<file path="src/rtl/hack_kbd_queue_if.sv">
// Keyboard front-end bus: event strobes and CPU-side controls in, KBD value and status out.
interface hack_kbd_queue_if #(
  parameter int DEPTH = 4
);
  localparam int CW = $clog2(DEPTH + 1);

  logic          ev_valid;
  logic [7:0]    ev_code;
  logic          ev_break;
  logic          mode;
  logic          rd_ack;
  logic          clr_ovf;
  logic [15:0]   kbd_out;
  logic [CW-1:0] count;
  logic          overflow;

  modport master (
    output ev_valid, ev_code, ev_break, mode, rd_ack, clr_ovf,
    input  kbd_out, count, overflow
  );

  modport slave (
    input  ev_valid, ev_code, ev_break, mode, rd_ack, clr_ovf,
    output kbd_out, count, overflow
  );
endinterface

</file>
<file path="src/rtl/hack_kbd_queue.sv">
// Buffered Hack keyboard: held-key register, event FIFO and legacy/queued read mode.
// Optional typematic auto-repeat is compiled in when HACK_KBD_TYPEMATIC_EN is defined.
module hack_kbd_queue #(
  parameter int DEPTH        = 4,
  parameter int REPEAT_DELAY = 500000,
  parameter int REPEAT_RATE  = 100000
) (
  input  logic          clk,
  input  logic          reset,
  hack_kbd_queue_if.slave bus
);
  localparam int PW = $clog2(DEPTH);
  localparam int CW = $clog2(DEPTH + 1);
  localparam logic [CW-1:0] FULL_CNT = CW'(DEPTH);

  if (DEPTH < 2 || (DEPTH & (DEPTH - 1)) != 0 || REPEAT_DELAY < 1 || REPEAT_RATE < 1) begin : g_param_check
    $error("hack_kbd_queue: illegal parameter set");
  end

  logic [7:0]    mem_r [DEPTH];
  logic [PW-1:0] wr_ptr_r, rd_ptr_r;
  logic [CW-1:0] count_r;
  logic          overflow_r;
  logic [7:0]    held_r;
  logic          mode_prev_r;
  logic [7:0]    kbd_lo_r;

  logic          mode_chg_s, make_s, auto_push_s;
  logic [7:0]    held_nxt_s, push_data_s, head_s, kbd_nxt_s;
  logic [PW-1:0] wr_base_s, rd_base_s, wr_nxt_s, rd_nxt_s;
  logic [CW-1:0] cnt_base_s, cnt_nxt_s, remain_s;
  logic          push_req_s, pop_s, full_s, push_ok_s, drop_s, overflow_nxt_s;

  // Held-key tracking and mode-change detection
  always_comb begin
    mode_chg_s = (bus.mode != mode_prev_r);
    make_s     = bus.ev_valid & ~bus.ev_break;
    held_nxt_s = held_r;
    if (make_s) begin
      held_nxt_s = bus.ev_code;
    end else if (bus.ev_valid && (bus.ev_code == held_r)) begin
      held_nxt_s = 8'h00;
    end else begin
      held_nxt_s = held_r;
    end
  end

`ifdef HACK_KBD_TYPEMATIC_EN
  localparam int TMAX = (REPEAT_DELAY > REPEAT_RATE) ? REPEAT_DELAY : REPEAT_RATE;
  localparam int TW   = $clog2(TMAX + 1);

  typedef enum logic [1:0] {TM_IDLE = 2'd0, TM_DELAY = 2'd1, TM_REPEAT = 2'd2} tm_state_e;

  tm_state_e     tm_state_r, tm_state_nxt_s;
  logic [TW-1:0] tm_cnt_r, tm_cnt_nxt_s;

  // Typematic state and interval counter
  always_ff @(posedge clk or negedge reset) begin
    if (!reset) begin
      tm_state_r <= TM_IDLE;
      tm_cnt_r   <= '0;
    end else begin
      tm_state_r <= tm_state_nxt_s;
      tm_cnt_r   <= tm_cnt_nxt_s;
    end
  end

  // A fresh make restarts the delay and wins over any auto-push on the same edge
  always_comb begin
    tm_state_nxt_s = tm_state_r;
    tm_cnt_nxt_s   = tm_cnt_r;
    auto_push_s    = 1'b0;
    if (make_s && bus.mode) begin
      tm_state_nxt_s = TM_DELAY;
      tm_cnt_nxt_s   = '0;
    end else if (mode_chg_s || !bus.mode || (held_nxt_s == 8'h00)) begin
      tm_state_nxt_s = TM_IDLE;
      tm_cnt_nxt_s   = '0;
    end else begin
      case (tm_state_r)
        TM_IDLE: begin
          tm_state_nxt_s = TM_IDLE;
        end
        TM_DELAY: begin
          if (tm_cnt_r == TW'(REPEAT_DELAY - 1)) begin
            auto_push_s    = 1'b1;
            tm_state_nxt_s = TM_REPEAT;
            tm_cnt_nxt_s   = '0;
          end else begin
            tm_cnt_nxt_s = tm_cnt_r + TW'(1);
          end
        end
        TM_REPEAT: begin
          if (tm_cnt_r == TW'(REPEAT_RATE - 1)) begin
            auto_push_s  = 1'b1;
            tm_cnt_nxt_s = '0;
          end else begin
            tm_cnt_nxt_s = tm_cnt_r + TW'(1);
          end
        end
        default: begin
          tm_state_nxt_s = TM_IDLE;
          tm_cnt_nxt_s   = '0;
        end
      endcase
    end
  end
`else
  assign auto_push_s = 1'b0;
`endif

  // FIFO next state; a mode change flushes before this edge's event is applied
  always_comb begin
    wr_base_s   = mode_chg_s ? '0 : wr_ptr_r;
    rd_base_s   = mode_chg_s ? '0 : rd_ptr_r;
    cnt_base_s  = mode_chg_s ? '0 : count_r;
    push_req_s  = bus.mode & (make_s | auto_push_s);
    push_data_s = make_s ? bus.ev_code : held_r;
    pop_s       = bus.mode & bus.rd_ack & (cnt_base_s != '0);
    full_s      = (cnt_base_s == FULL_CNT);
    push_ok_s   = push_req_s & (~full_s | pop_s);
    drop_s      = push_req_s & full_s & ~pop_s;
    wr_nxt_s    = push_ok_s ? wr_base_s + PW'(1) : wr_base_s;
    rd_nxt_s    = pop_s ? rd_base_s + PW'(1) : rd_base_s;
    remain_s    = pop_s ? cnt_base_s - CW'(1) : cnt_base_s;
    if (push_ok_s && !pop_s) begin
      cnt_nxt_s = cnt_base_s + CW'(1);
    end else if (pop_s && !push_ok_s) begin
      cnt_nxt_s = cnt_base_s - CW'(1);
    end else begin
      cnt_nxt_s = cnt_base_s;
    end
    if (drop_s) begin
      overflow_nxt_s = 1'b1;
    end else if (bus.clr_ovf) begin
      overflow_nxt_s = 1'b0;
    end else begin
      overflow_nxt_s = overflow_r;
    end
    // Head after this edge: the just-written byte if it is the only entry left
    if (cnt_nxt_s == '0) begin
      head_s = 8'h00;
    end else if (remain_s == '0) begin
      head_s = push_data_s;
    end else begin
      head_s = mem_r[rd_nxt_s];
    end
    kbd_nxt_s = bus.mode ? head_s : held_nxt_s;
  end

  // State registers and registered outputs
  always_ff @(posedge clk or negedge reset) begin
    if (!reset) begin
      for (int i = 0; i < DEPTH; i++) begin
        mem_r[i] <= 8'h00;
      end
      wr_ptr_r    <= '0;
      rd_ptr_r    <= '0;
      count_r     <= '0;
      overflow_r  <= 1'b0;
      held_r      <= 8'h00;
      mode_prev_r <= 1'b0;
      kbd_lo_r    <= 8'h00;
    end else begin
      if (push_ok_s) begin
        mem_r[wr_base_s] <= push_data_s;
      end
      wr_ptr_r    <= wr_nxt_s;
      rd_ptr_r    <= rd_nxt_s;
      count_r     <= cnt_nxt_s;
      overflow_r  <= overflow_nxt_s;
      held_r      <= held_nxt_s;
      mode_prev_r <= bus.mode;
      kbd_lo_r    <= kbd_nxt_s;
    end
  end

  assign bus.kbd_out  = {8'h00, kbd_lo_r};
  assign bus.count    = count_r;
  assign bus.overflow = overflow_r;
endmodule

</file>
<file path="src/flat_wrapper.sv">
// flat-port wrapper written by rule: the top's interface ports become plain ports
module hack_kbd_queue_flat 
#(
  parameter int DEPTH        = 4,
  parameter int REPEAT_DELAY = 500000,
  parameter int REPEAT_RATE  = 100000
)
  (clk, reset, bus_ev_valid, bus_ev_code, bus_ev_break, bus_mode, bus_rd_ack, bus_clr_ovf, bus_kbd_out, bus_count, bus_overflow);
  hack_kbd_queue_if #(.DEPTH(DEPTH)) bus_i ();
  input  logic clk;
  input  logic reset;
  input wire logic [$bits(bus_i.ev_valid)-1:0] bus_ev_valid;
  input wire logic [$bits(bus_i.ev_code)-1:0] bus_ev_code;
  input wire logic [$bits(bus_i.ev_break)-1:0] bus_ev_break;
  input wire logic [$bits(bus_i.mode)-1:0] bus_mode;
  input wire logic [$bits(bus_i.rd_ack)-1:0] bus_rd_ack;
  input wire logic [$bits(bus_i.clr_ovf)-1:0] bus_clr_ovf;
  output wire logic [$bits(bus_i.kbd_out)-1:0] bus_kbd_out;
  output wire logic [$bits(bus_i.count)-1:0] bus_count;
  output wire logic [$bits(bus_i.overflow)-1:0] bus_overflow;
  assign bus_i.ev_valid = bus_ev_valid;
  assign bus_i.ev_code = bus_ev_code;
  assign bus_i.ev_break = bus_ev_break;
  assign bus_i.mode = bus_mode;
  assign bus_i.rd_ack = bus_rd_ack;
  assign bus_i.clr_ovf = bus_clr_ovf;
  assign bus_kbd_out = bus_i.kbd_out;
  assign bus_count = bus_i.count;
  assign bus_overflow = bus_i.overflow;
  hack_kbd_queue #(.DEPTH(DEPTH), .REPEAT_DELAY(REPEAT_DELAY), .REPEAT_RATE(REPEAT_RATE)) u_core (.clk(clk), .reset(reset), .bus(bus_i));
endmodule
</file>
<file path="config.mk">
export PLATFORM = sky130hd
export DESIGN_NAME = hack_kbd_queue_flat
export DESIGN_NICKNAME = d
export VERILOG_FILES = /design/src/rtl/hack_kbd_queue_if.sv /design/src/rtl/hack_kbd_queue.sv /design/src/flat_wrapper.sv
export SDC_FILE = /design/constraint.sdc
export NUM_CORES = 1
export LEC_CHECK = 0
export BUFFER_PORTS_ARGS = -buffer_cell sky130_fd_sc_hd__buf_2
export CAP_MARGIN = 20
export CORE_ASPECT_RATIO = 1.5
export CORE_MARGIN = 3
export CORE_UTILIZATION = 55
export CTS_CLUSTER_SIZE = 16
export DETAILED_ROUTE_END_ITERATION = 8
export GPL_ROUTABILITY_DRIVEN = 0
export PLACE_DENSITY = 0.84
export SYNTH_ARGS = -nofsm -noshare
export SYNTH_HDL_FRONTEND = slang
export SYNTH_SLANG_ARGS = --single-unit
</file>
<file path="constraint.sdc">
create_clock -name clk -period 6.4 [get_ports clk]
set_input_delay 0.32 -clock clk [delete_from_list [all_inputs] [get_ports clk]]
set_output_delay 0.32 -clock clk [all_outputs]
set_load 0.01 [all_outputs]
</file>
==> run metrics, run 1 <==
Max clock buf depth=2; Final nets=366; vias in the first global route=2491; largest net degree at the start of global routing=58; synth top area cells=dfrtp_1 (44%), a21oi_1 (5.5%), o22ai_1 (4.3%); Arr. time, crit path=3.71 ns; antenna violations before repair=0; global route hottest layer=met2; worst ir drop on vdd=0.166 mV; area leader, netlist=dfrtp_1; status=completed; Post-CTS Hold Fix Bufs=0; total power=1.04 mW; Synth Register Bits=57; H-tree lvl count=3; setup TNS=0 ns; final worst path period share=54.5%; # diodes=0; Slew Limit Fails=0; Port-buffer cells=26; CP dominant cell by count=ha_1; CTS Sinks=57; FFs w/ async S/R, synth=100%; worst skew pair latency=0.33 ns; total clock buffers created by CTS=9; Cell Count, Final, Fillers Out=418; worst setup slack after layout=2.91 ns; DRT Pass-1 Iters=5; CP max stage delay=0.49 ns; DRT antenna net count=0; register area share after synthesis=44.4%; HP Class=input pin to async pin; total congestion overflow=0; Layout area overhead=8.53%; Setup violations, final=0; CP Buf/Inv Count=2; final wirelength=6.93 mm; Mapped Cells=325; CP delay by family, top=compound AO/OA/AOI/OAI gates; Yosys cell types=51; Max Cap Viol=0; Place WS=2.89 ns; met2 Use GR=35.6%; Via density=6.00; yosys warns=0; post-synthesis area per instance=9.88 um2; Worst-Margin Slew=0.904 ns; I/O pins=35; Post-CTS Setup Bufs=0; Tmin final=3.49 ns; DRC viols=0; Mapped Area=3210 um2; WS Path Type=flop to flop; CP Launch Point=u_core.mode_prev_r; CP Max Fanout=12; Die ar.=6810 um2; wire per inst=16.6 um; first-pass GRT wire length=11.6 mm; First DRT Iteration DRCs=220; Reg clk slew, reported paths=0.07 ns; half-perimeter wire length after placement=5.25 mm; Slew headroom=39.7%; CORE AREA=5570 um2; routing usage on met3=3.95%; placed cells=402; fmax=287 MHz; Site Rows=33; slowest CP cell=dfrtp_1; Top FF cell, synth=dfrtp_1; post-synth top area share=44.4%; unrepaired setup endpoints after global routing=no; power per cell area=298 nW/um2; Resize count post-CTS=0; final core occ=62.5%; Root Buffer=clkbuf_8; Final Hold Vio Count=0; Reg2Reg Launch Point=u_core.mode_prev_r; initial cell density of the core=57.6%; total number of vias=2510; Tot GR Track Use=22.2%; critical path data required time=6.63 ns; Die H=99.6 um; CTS tree=built; Die X=68.4 um; CP Capture Type=flop; critical-path cell list=xnor2_2 > and2_4 > inv_1 > ha_1 > ha_1 > nor2b_1 > o21ba_1 > o21a_1 > clkinv_1 > nand2_1 > o22ai_1 > o211a_1; ratio of cells with drive above 1 in the final layout=18.4%; grt met1 use=28.4%; Leak=1.62 nW; type of origin of the critical path=flop; clock skew=0.00941 ns; Post-synth EDFFs=0
## Yosys cell counts (all sizes together) (4+ instances only)
library cell  count
dfrtp            57
nor2             37
a21oi            35
buf              22
o22ai            22
nand2            17
o211ai           15
xnor2            11
mux2i            10
inv               9
ha                8
o211a             8
a221o             7
a22o              7
nand3             7
and2              6
clkbuf            6
o21ai             4
## registers in the layout, summed over array words and instances (netlist names)
name	cells
u_core.bus.count	3
u_core.mode_prev_r	1
u_core.kbd_lo_r	8
u_core.mem_r	32
u_core.wr_ptr_r	2
u_core.rd_ptr_r	2
u_core.bus.overflow	1
u_core.held_r	8
## layout by cell type, fill, tap and decap left out, types with 2 or more instances in the layout
| cell | Yosys | final |
|---|---|---|
| dfrtp_1 | 57 | 57 |
| nor2_1 | 36 | 36 |
| a21oi_1 | 35 | 35 |
| buf_2 | 11 | 26 |
| o22ai_1 | 22 | 22 |
| nand2_1 | 17 | 17 |
| o211ai_1 | 15 | 15 |
| xnor2_1 | 10 | 10 |
| mux2i_1 | 10 | 10 |
| clkbuf_8 | 0 | 10 |
| o211a_1 | 8 | 8 |
| ha_1 | 8 | 8 |
| conb_1 | 1 | 8 |
| inv_1 | 7 | 7 |
| a22o_1 | 7 | 7 |
| nand3_2 | 7 | 7 |
| a221o_1 | 7 | 7 |
| o21ai_0 | 4 | 4 |
| and2_1 | 4 | 4 |
| nand4_1 | 3 | 3 |
| nand2b_1 | 3 | 3 |
| o31ai_1 | 3 | 3 |
| inv_2 | 2 | 2 |
| nor2b_1 | 2 | 2 |
| o21a_1 | 2 | 2 |
| and2_4 | 2 | 2 |
| nor3b_1 | 2 | 2 |
| a211oi_2 | 2 | 2 |
| or3_1 | 2 | 2 |
| a2111oi_2 | 2 | 2 |
| clkinvlp_4 | 0 | 2 |
| clkinv_2 | 0 | 2 |
| buf_4 | 9 | 2 |
## final cells by class
| type | count | area [um2] |
|---|---|---|
| clock buffers | 10 | 138 |
| clock inverters | 6 | 42.5 |
| fillers | 436 | 2090 |
| inverters | 10 | 37.5 |
| multi-input cells | 237 | 1610 |
| flip-flops and latches | 57 | 1430 |
| well taps | 70 | 87.6 |
| repair buffers | 28 | 145 |
## worst paths after layout
kind / end / slack (ns) / cells after the start
setup / recovery: u_core.kbd_lo_r[4] / 2.91 / 12
hold / removal: u_core.bus.count[1] / 0.1 / 2
setup reg to reg: u_core.kbd_lo_r[4] / 2.91 / 12
hold reg to reg: u_core.bus.overflow / 0.54 / 2
max in group asynchronous: u_core.mem_r[6] / 5.81 / 2
min in group clk: u_core.bus.overflow / 0.20 / 2
## per-layer routing
metal,wire length [um],vias to the layer above
met3,291,16
met2,3550,73
met1,2910,1210
met5,0,-
li1,-,1211
met4,170,0
## power by group
part	switching [mW]	total (mW)	internal [mW]
combinational	0.143	0.256	0.113
sequential	0.0560	0.484	0.428
clock	0.147	0.298	0.151
## kinds of logic (layout without fill, tap and decap cells)
kind of cell             Yosys count  after routing  synth area share [%]
buffers and inverters             38             54                  6.31
multiplexers                      11             11                  3.47
flip-flops                        57             57                  44.4
other                              1              8                 0.117
adder cells (fa/ha/maj)            8              8                  3.12
AND/OR/NAND/NOR                   85             85                  13.8
AO/OA/AOI/OAI                    113            113                  25.3
XOR/XNOR                          12             12                  3.51
## through the flow
stage | instance area [um2] | hold slack (ns)
after floorplan | 3240 | 0.0244
after global placement | 3300 | 0.493
after detailed placement | 3300 | 0.500
after CTS | 3480 | 0.144
after global routing | 3480 | 0.179
final | 3480 | 0.0975
No activity file was read; power rests on OpenSTA's default activity.
==> run 2, diff against run 1 <==
--- a/config.mk
+++ b/config.mk
@@ -9,11 +9,11 @@
 export CAP_MARGIN = 20
 export CORE_ASPECT_RATIO = 1.5
 export CORE_MARGIN = 3
-export CORE_UTILIZATION = 55
+export CORE_UTILIZATION = 53
 export CTS_CLUSTER_SIZE = 16
 export DETAILED_ROUTE_END_ITERATION = 8
 export GPL_ROUTABILITY_DRIVEN = 0
-export PLACE_DENSITY = 0.84
+export PLACE_DENSITY = 0.85
 export SYNTH_ARGS = -nofsm -noshare
 export SYNTH_HDL_FRONTEND = slang
 export SYNTH_SLANG_ARGS = --single-unit
==> constraint.sdc (replaced) <==
create_clock -name clk -period 2.8 [get_ports clk]
set_input_delay 0.14 -clock clk [delete_from_list [all_inputs] [get_ports clk]]
set_output_delay 0.14 -clock clk [all_outputs]
set_load 0.01 [all_outputs]
==> run metrics, run 2 (same netlist as run 1, synthesis figures left out) <==
total power=2.46 mW (was 1.04 mW); slowest CP cell=dfrtp_1 (unchanged); I/O pins=35 (unchanged); total clock buffers created by CTS=9 (unchanged); Reg2Reg Launch Point=u_core.mode_prev_r (unchanged); First DRT Iteration DRCs=254 (was 220); Largest regs=u_core.mem_r: 32 flops, u_core.held_r: 8 flops, u_core.kbd_lo_r: 8 flops (unchanged); Layout area overhead=20.1% (was 8.53%); Reg clk slew, reported paths=0.07 ns (about the same); Worst-Margin Slew=0.893 ns (was 0.904 ns); routing usage on met3=3.97% (was 3.95%); initial cell density of the core=55.1% (was 57.6%); max FFs per register=32 (unchanged); fmax=359 MHz (was 287 MHz); # diodes=0 (unchanged); DRT Pass-1 Iters=5 (unchanged); worst skew pair latency=0.34 ns (was 0.33 ns); filler instances=398 (was 436); unrepaired setup endpoints after global routing=yes (was no); Via density=6.35 (was 6.00); largest net degree at the start of global routing=42 (was 58); reg2reg setup slack=0.02 ns (was 2.91 ns); wire per inst=18.2 um (was 16.6 um); status=completed (unchanged); met2 Use GR=38.5% (was 35.6%); placed cells=421 (was 402); final worst path period share=99.4% (was 54.5%); Die H=101 um (was 99.6 um); CTS tree=built (unchanged); Die ar.=7050 um2 (was 6810 um2); Root Buffer=clkbuf_8 (unchanged); Slew Limit Fails=0 (unchanged); Arr. time, crit path=3.02 ns (was 3.71 ns); Min-Delay Startpoint=bus_ev_code[6]; most common cell after layout, fill and taps aside=dfrtp_1 (unchanged); half-perimeter wire length after placement=5.37 mm (was 5.25 mm); total number of vias=2815 (was 2510); antenna violations before repair=0 (unchanged); CP Capture Type=flop (unchanged); Final nets=389 (was 366); critical path data required time=3.03 ns (was 6.63 ns); H-tree lvl count=3 (unchanged); first-pass GRT wire length=12.3 mm (was 11.6 mm); worst ir drop on vdd=0.230 mV (was 0.166 mV); final wirelength=8.07 mm (was 6.93 mm); hold path endpoint=u_core.held_r[6]; critical-path cell list=xnor2_2 > buf_4 > nand2_4 > ha_4 > ha_4 > nand3b_1 > xor2_2 > o21a_4 > clkbuf_16 > o211ai_1 > nand3_2 > o211a_1 (was xnor2_2 > and2_4 > inv_1 > ha_1 > ha_1 > nor2b_1 > o21ba_1 > o21a_1 > clkinv_1 > nand2_1 > o22ai_1 > o211a_1); CORE AREA=5830 um2 (was 5570 um2); clock skew=0.00987 ns (was 0.00941 ns); reg2reg path depth=12 (unchanged); Max clock buf depth=2 (unchanged); HP Class=input pin to flop (was input pin to async pin); grt met1 use=26.0% (was 28.4%); Tot GR Track Use=22.0% (was 22.2%); worst r2r dst=u_core.kbd_lo_r[5] (was u_core.kbd_lo_r[4]); Site Rows=34 (was 33); ratio of cells with drive above 1 in the final layout=27.2% (was 18.4%); type of origin of the critical path=flop (unchanged); Hold Crit Depth=3; Max Cap Viol=0 (unchanged); CP Max Fanout=7 (was 12); most flop-heavy register=u_core.mem_r (unchanged); Final Hold Vio Count=0 (unchanged); global route hottest layer=met2 (unchanged); DRT antenna net count=0 (unchanged); Slew headroom=40.5% (was 39.7%); Setup violations, final=0 (unchanged); WS Path Type=flop to flop (unchanged); DRC viols=0 (unchanged); Die X=69.6 um (was 68.4 um); CTS Sinks=57 (unchanged); vias in the first global route=2602 (was 2491); Tmin final=2.78 ns (was 3.49 ns); Leak=1.80 nW (was 1.62 nW); Port-buffer cells=26 (unchanged); Cell Count, Final, Fillers Out=443 (was 418); CP max stage delay=0.41 ns (was 0.49 ns); total congestion overflow=0 (unchanged); power per cell area=638 nW/um2 (was 298 nW/um2); CP dominant cell by count=ha_4 (was ha_1); commonest cells after routing, fill and taps aside=dfrtp_1 (57), nor2_1 (36), a21oi_1 (35) (unchanged)
## run 2: cell types whose count changed in the layout (fill, tap and decap cells not counted), sizes merged
cell	change
buf	+19
clkbuf	+2
dlygate4sd3	+2
## run 2: metrics by stage
stage          TNS, ns  hold WS (ns)  setup WS (ns)  cell area (um2)  utilization (%)
2_1_floorplan        0        -0.156        0.00715             3240                -
3_3_place_gp         0         0.292         0.0908             3480             59.8
3_5_place_dp    -0.170         0.303        -0.0315             3480             59.8
4_1_cts              0        0.0652        0.00166             3700             63.4
5_1_grt         -0.648        0.0824         -0.100             3850             66.1
6_report             0        0.0790         0.0177             3850             66.1
## run 2: repair_timing
item	in CTS	in global routing
endpoints found under the hold margin	41	0
pin swaps	1	21
setup endpoints to repair	7	8
setup buffers	0	2
hold buffers	2	0
cloned	0	2
resized for setup	3	21
## run 2: layout make-up
type	instances	area, um2	share of cell area, %
repair buffers	51	420	10.9
inverters	10	37.5	0.974
flip-flops and latches	57	1430	37.0
clock inverters	6	42.5	1.10
clock buffers	10	138	3.57
multi-input cells	237	1700	44.1
well taps	72	90.1	2.34
## run 2: worst max-delay path by stage
stage | slack, ns | end | from | cells after the start
detailed placement | -0.03 | u_core.kbd_lo_r[3] | u_core.mode_prev_r | 11
finish | 0.02 | u_core.kbd_lo_r[5] | u_core.mode_prev_r | 12
global route | -0.10 | u_core.kbd_lo_r[6] | u_core.mode_prev_r | 12
CTS | 0.002 | u_core.kbd_lo_r[3] | u_core.mode_prev_r | 12
floorplan | 0.007 | u_core.kbd_lo_r[0] | u_core.mode_prev_r | 13
global placement | 0.09 | u_core.kbd_lo_r[7] | u_core.mode_prev_r | 11
## run 2: layer usage
metal	vias to the layer above	part of all wire [%]
li1	1264	-
met2	163	52
met4	0	2.8
met1	1357	39
met5	-	0
met3	31	6.7
## run 2: report_power, final
part	switching (mW)	internal [mW]
sequential	0.131	0.978
combinational	0.362	0.309
clock	0.335	0.345
total	0.828	1.63
## run 2: worst max-delay path: cells and delay by family (launching register included)
| kind | cells | cell delay [ns] |
|---|---|---|
| and+or+nand+nor | 3 | 0.41 |
| AOI/OAI and AO/OA | 3 | 0.72 |
| buffers and inverters | 2 | 0.33 |
| adders and majority gates | 2 | 0.35 |
| xor gates and xnor gates | 2 | 0.46 |
| DFF | 1 | 0.41 |
==> run 3, diff against run 2 <==
--- a/config.mk
+++ b/config.mk
@@ -9,11 +9,11 @@
 export CAP_MARGIN = 20
 export CORE_ASPECT_RATIO = 1.5
 export CORE_MARGIN = 3
-export CORE_UTILIZATION = 53
+export CORE_UTILIZATION = 55
 export CTS_CLUSTER_SIZE = 16
 export DETAILED_ROUTE_END_ITERATION = 8
 export GPL_ROUTABILITY_DRIVEN = 0
-export PLACE_DENSITY = 0.85
+export PLACE_DENSITY = 0.84
 export SYNTH_ARGS = -nofsm -noshare
 export SYNTH_HDL_FRONTEND = slang
 export SYNTH_SLANG_ARGS = --single-unit
==> constraint.sdc (replaced) <==
create_clock -name clk -period 3.07 [get_ports clk]
set_input_delay 0.1535 -clock clk [delete_from_list [all_inputs] [get_ports clk]]
set_output_delay 0.1535 -clock clk [all_outputs]
set_load 0.01 [all_outputs]
==> run metrics, run 3 (same netlist as run 1, synthesis figures left out) <==
status=completed (unchanged); most common cell after layout, fill and taps aside=dfrtp_1 (unchanged); H-tree lvl count=3 (unchanged); most flop-heavy register=u_core.mem_r (unchanged); reg2reg setup slack=0.11 ns (was 0.02 ns); final worst path period share=96.4% (was 99.4%); Root Buffer=clkbuf_8 (unchanged); final wirelength=7.11 mm (was 8.07 mm); Die X=68.4 um (was 69.6 um); switching fraction of total power=33.3% (was 33.7%); Final Hold Vio Count=0 (unchanged); critical-path cell list=xnor2_4 > and2_4 > inv_1 > ha_1 > ha_1 > nand2b_1 > and3_1 > a211oi_2 > nor2_2 > or3_1 > o211a_1 (was xnor2_2 > buf_4 > nand2_4 > ha_4 > ha_4 > nand3b_1 > xor2_2 > o21a_4 > clkbuf_16 > o211ai_1 > nand3_2 > o211a_1); CP max stage delay=0.49 ns (was 0.41 ns); Max Cap Viol=0 (unchanged); cell count along the critical path=11 (was 12); Reg clk slew, reported paths=0.07 ns (about the same); initial cell density of the core=57.6% (was 55.1%); slowest CP cell=or3_1 (was dfrtp_1); Tot GR Track Use=23.3% (was 22.0%); Die ar.=6810 um2 (was 7050 um2); DRC viols=0 (unchanged); power per cell area=608 nW/um2 (was 638 nW/um2); Largest regs=u_core.mem_r: 32 flops, u_core.held_r: 8 flops, u_core.kbd_lo_r: 8 flops (unchanged); DRT antenna net count=0 (unchanged); filler instances=422 (was 398); vias in the first global route=2482 (was 2602); wire per inst=16.6 um (was 18.2 um); Site Rows=33 (was 34); final core occ=64.4% (was 66.1%); CP Launch Point=u_core.mode_prev_r (unchanged); CTS tree=built (unchanged); CP Buf/Inv Count=1 (was 2); critical path data required time=3.30 ns (was 3.03 ns); Setup violations, final=0 (unchanged); First DRT Iteration DRCs=265 (was 254); Critical Path Sink=u_core.kbd_lo_r[1] (was u_core.kbd_lo_r[5]); total power=2.18 mW (was 2.46 mW); Slew Limit Fails=0 (unchanged); setup TNS=0 ns (unchanged); Max clock buf depth=2 (unchanged); clock share of power=28.9% (was 27.6%); Comb power frac=25.2% (was 27.3%); I/O pins=35 (unchanged); commonest cells after routing, fill and taps aside=dfrtp_1 (57), nor2_1 (36), a21oi_1 (35) (unchanged); WS Path Type=flop to flop (unchanged); Internal=1.46 mW (was 1.63 mW); largest net degree at the start of global routing=43 (was 42); ratio of cells with drive above 1 in the final layout=21.4% (was 27.2%); Seq pwr share=45.9% (was 45.1%); Die H=99.6 um (was 101 um); Layout area overhead=11.9% (was 20.1%); Hold Crit Depth=2 (was 3); CORE AREA=5570 um2 (was 5830 um2); Leak=1.67 nW (was 1.80 nW); Slew headroom=36.8% (was 40.5%); worst skew pair latency=0.34 ns (about the same); CP Capture Type=flop (unchanged); Tmin final=2.96 ns (was 2.78 ns); Cell Count, Final, Fillers Out=429 (was 443); fmax=338 MHz (was 359 MHz); Worst-Margin Slew=0.948 ns (was 0.893 ns); clock skew=0.0111 ns (was 0.00987 ns); worst r2r dst=u_core.kbd_lo_r[1] (was u_core.kbd_lo_r[5]); placed cells=412 (was 421); reg2reg path depth=11 (was 12); antenna violations before repair=0 (unchanged); half-perimeter wire length after placement=5.14 mm (was 5.37 mm); Arr. time, crit path=3.19 ns (was 3.02 ns); HP Class=input pin to flop (unchanged); max FFs per register=32 (unchanged); CP Max Fanout=7 (unchanged); P_sw=726 uW (was 828 uW); total number of vias=2576 (was 2815); total congestion overflow=0 (unchanged); DRT Pass-1 Iters=5 (unchanged); Via density=6.00 (was 6.35); CP delay by family, top=simple AND/OR/NAND/NOR gates (was compound AO/OA/AOI/OAI gates); worst ir drop on vdd=0.241 mV (was 0.230 mV); total clock buffers created by CTS=9 (unchanged); Reg2Reg Launch Point=u_core.mode_prev_r (unchanged); # diodes=0 (unchanged); CP dominant cell by count=ha_1 (was ha_4); first-pass GRT wire length=12.0 mm (was 12.3 mm); type of origin of the critical path=flop (unchanged); Port-buffer cells=26 (unchanged); CTS Sinks=57 (unchanged); Final nets=377 (was 389)
## run 3: worst min path at each step
stage,slack (ns),from,to
global placement,0.33,reset,u_core.bus.count[1]
detailed placement,0.33,reset,u_core.bus.count[1]
CTS,0.009,bus_clr_ovf,u_core.bus.overflow
floorplan,-0.14,reset,u_core.bus.count[0]
global route,0.02,bus_clr_ovf,u_core.bus.overflow
finish,0.02,bus_clr_ovf,u_core.bus.overflow
## run 3: through the flow
stage	instance area (um2)	worst slack, ns	hold WS (ns)
2_1_floorplan	3240	0.277	-0.142
3_3_place_gp	3380	0.242	0.328
3_5_place_dp	3380	0.0892	0.333
4_1_cts	3570	0.0888	0.00886
5_1_grt	3590	-0.00508	0.0153
6_report	3590	0.110	0.0166
## run 3: power groups by stage
stage	logic [mW]	clock network, mW	registers (mW)
5_1_grt	0.615	0.678	1.02
3_5_place_dp	0.542	0	1.01
3_3_place_gp	0.525	0	1.00
6_report	0.551	0.631	1.00
4_1_cts	0.548	0.638	0.997
2_1_floorplan	0.389	0	1.00
## run 3: worst reg2reg max path: stages (launching register included)
cell and delay [ns]:
dfrtp_1 0.44, xnor2_4 0.22, and2_4 0.19, inv_1 0.05
ha_1 0.21, ha_1 0.23, nand2b_1 0.26, and3_1 0.27
a211oi_2 0.26, nor2_2 0.09, or3_1 0.49, o211a_1 0.16
## run 3: final cells by class
class	count	area (um2)	area share (%)
flip-flops and latches	57	1430	39.7
inverters	10	37.5	1.04
repair buffers	39	230	6.41
well taps	70	87.6	2.44
clock inverters	6	42.5	1.18
multi-input cells	237	1630	45.4
clock buffers	10	138	3.83
## run 3: routing by layer
| layer | track usage (%) | vias to the layer above | wire length (um) |
|---|---|---|---|
| li1 | - | 1236 | - |
| met2 | 38.2 | 90 | 3710 |
| met5 | 0 | - | 0 |
| met4 | 9.04 | 0 | 136 |
| met1 | 30.0 | 1237 | 2840 |
| met3 | 4.18 | 13 | 419 |
## run 3: repair_timing
item                                    in CTS  in global routing
endpoints found under the setup margin       0                  7
hold endpoints to repair                    41                  0
hold buffers                                 1                  0
resized for setup                            0                  4
buffers inserted                             0                  0
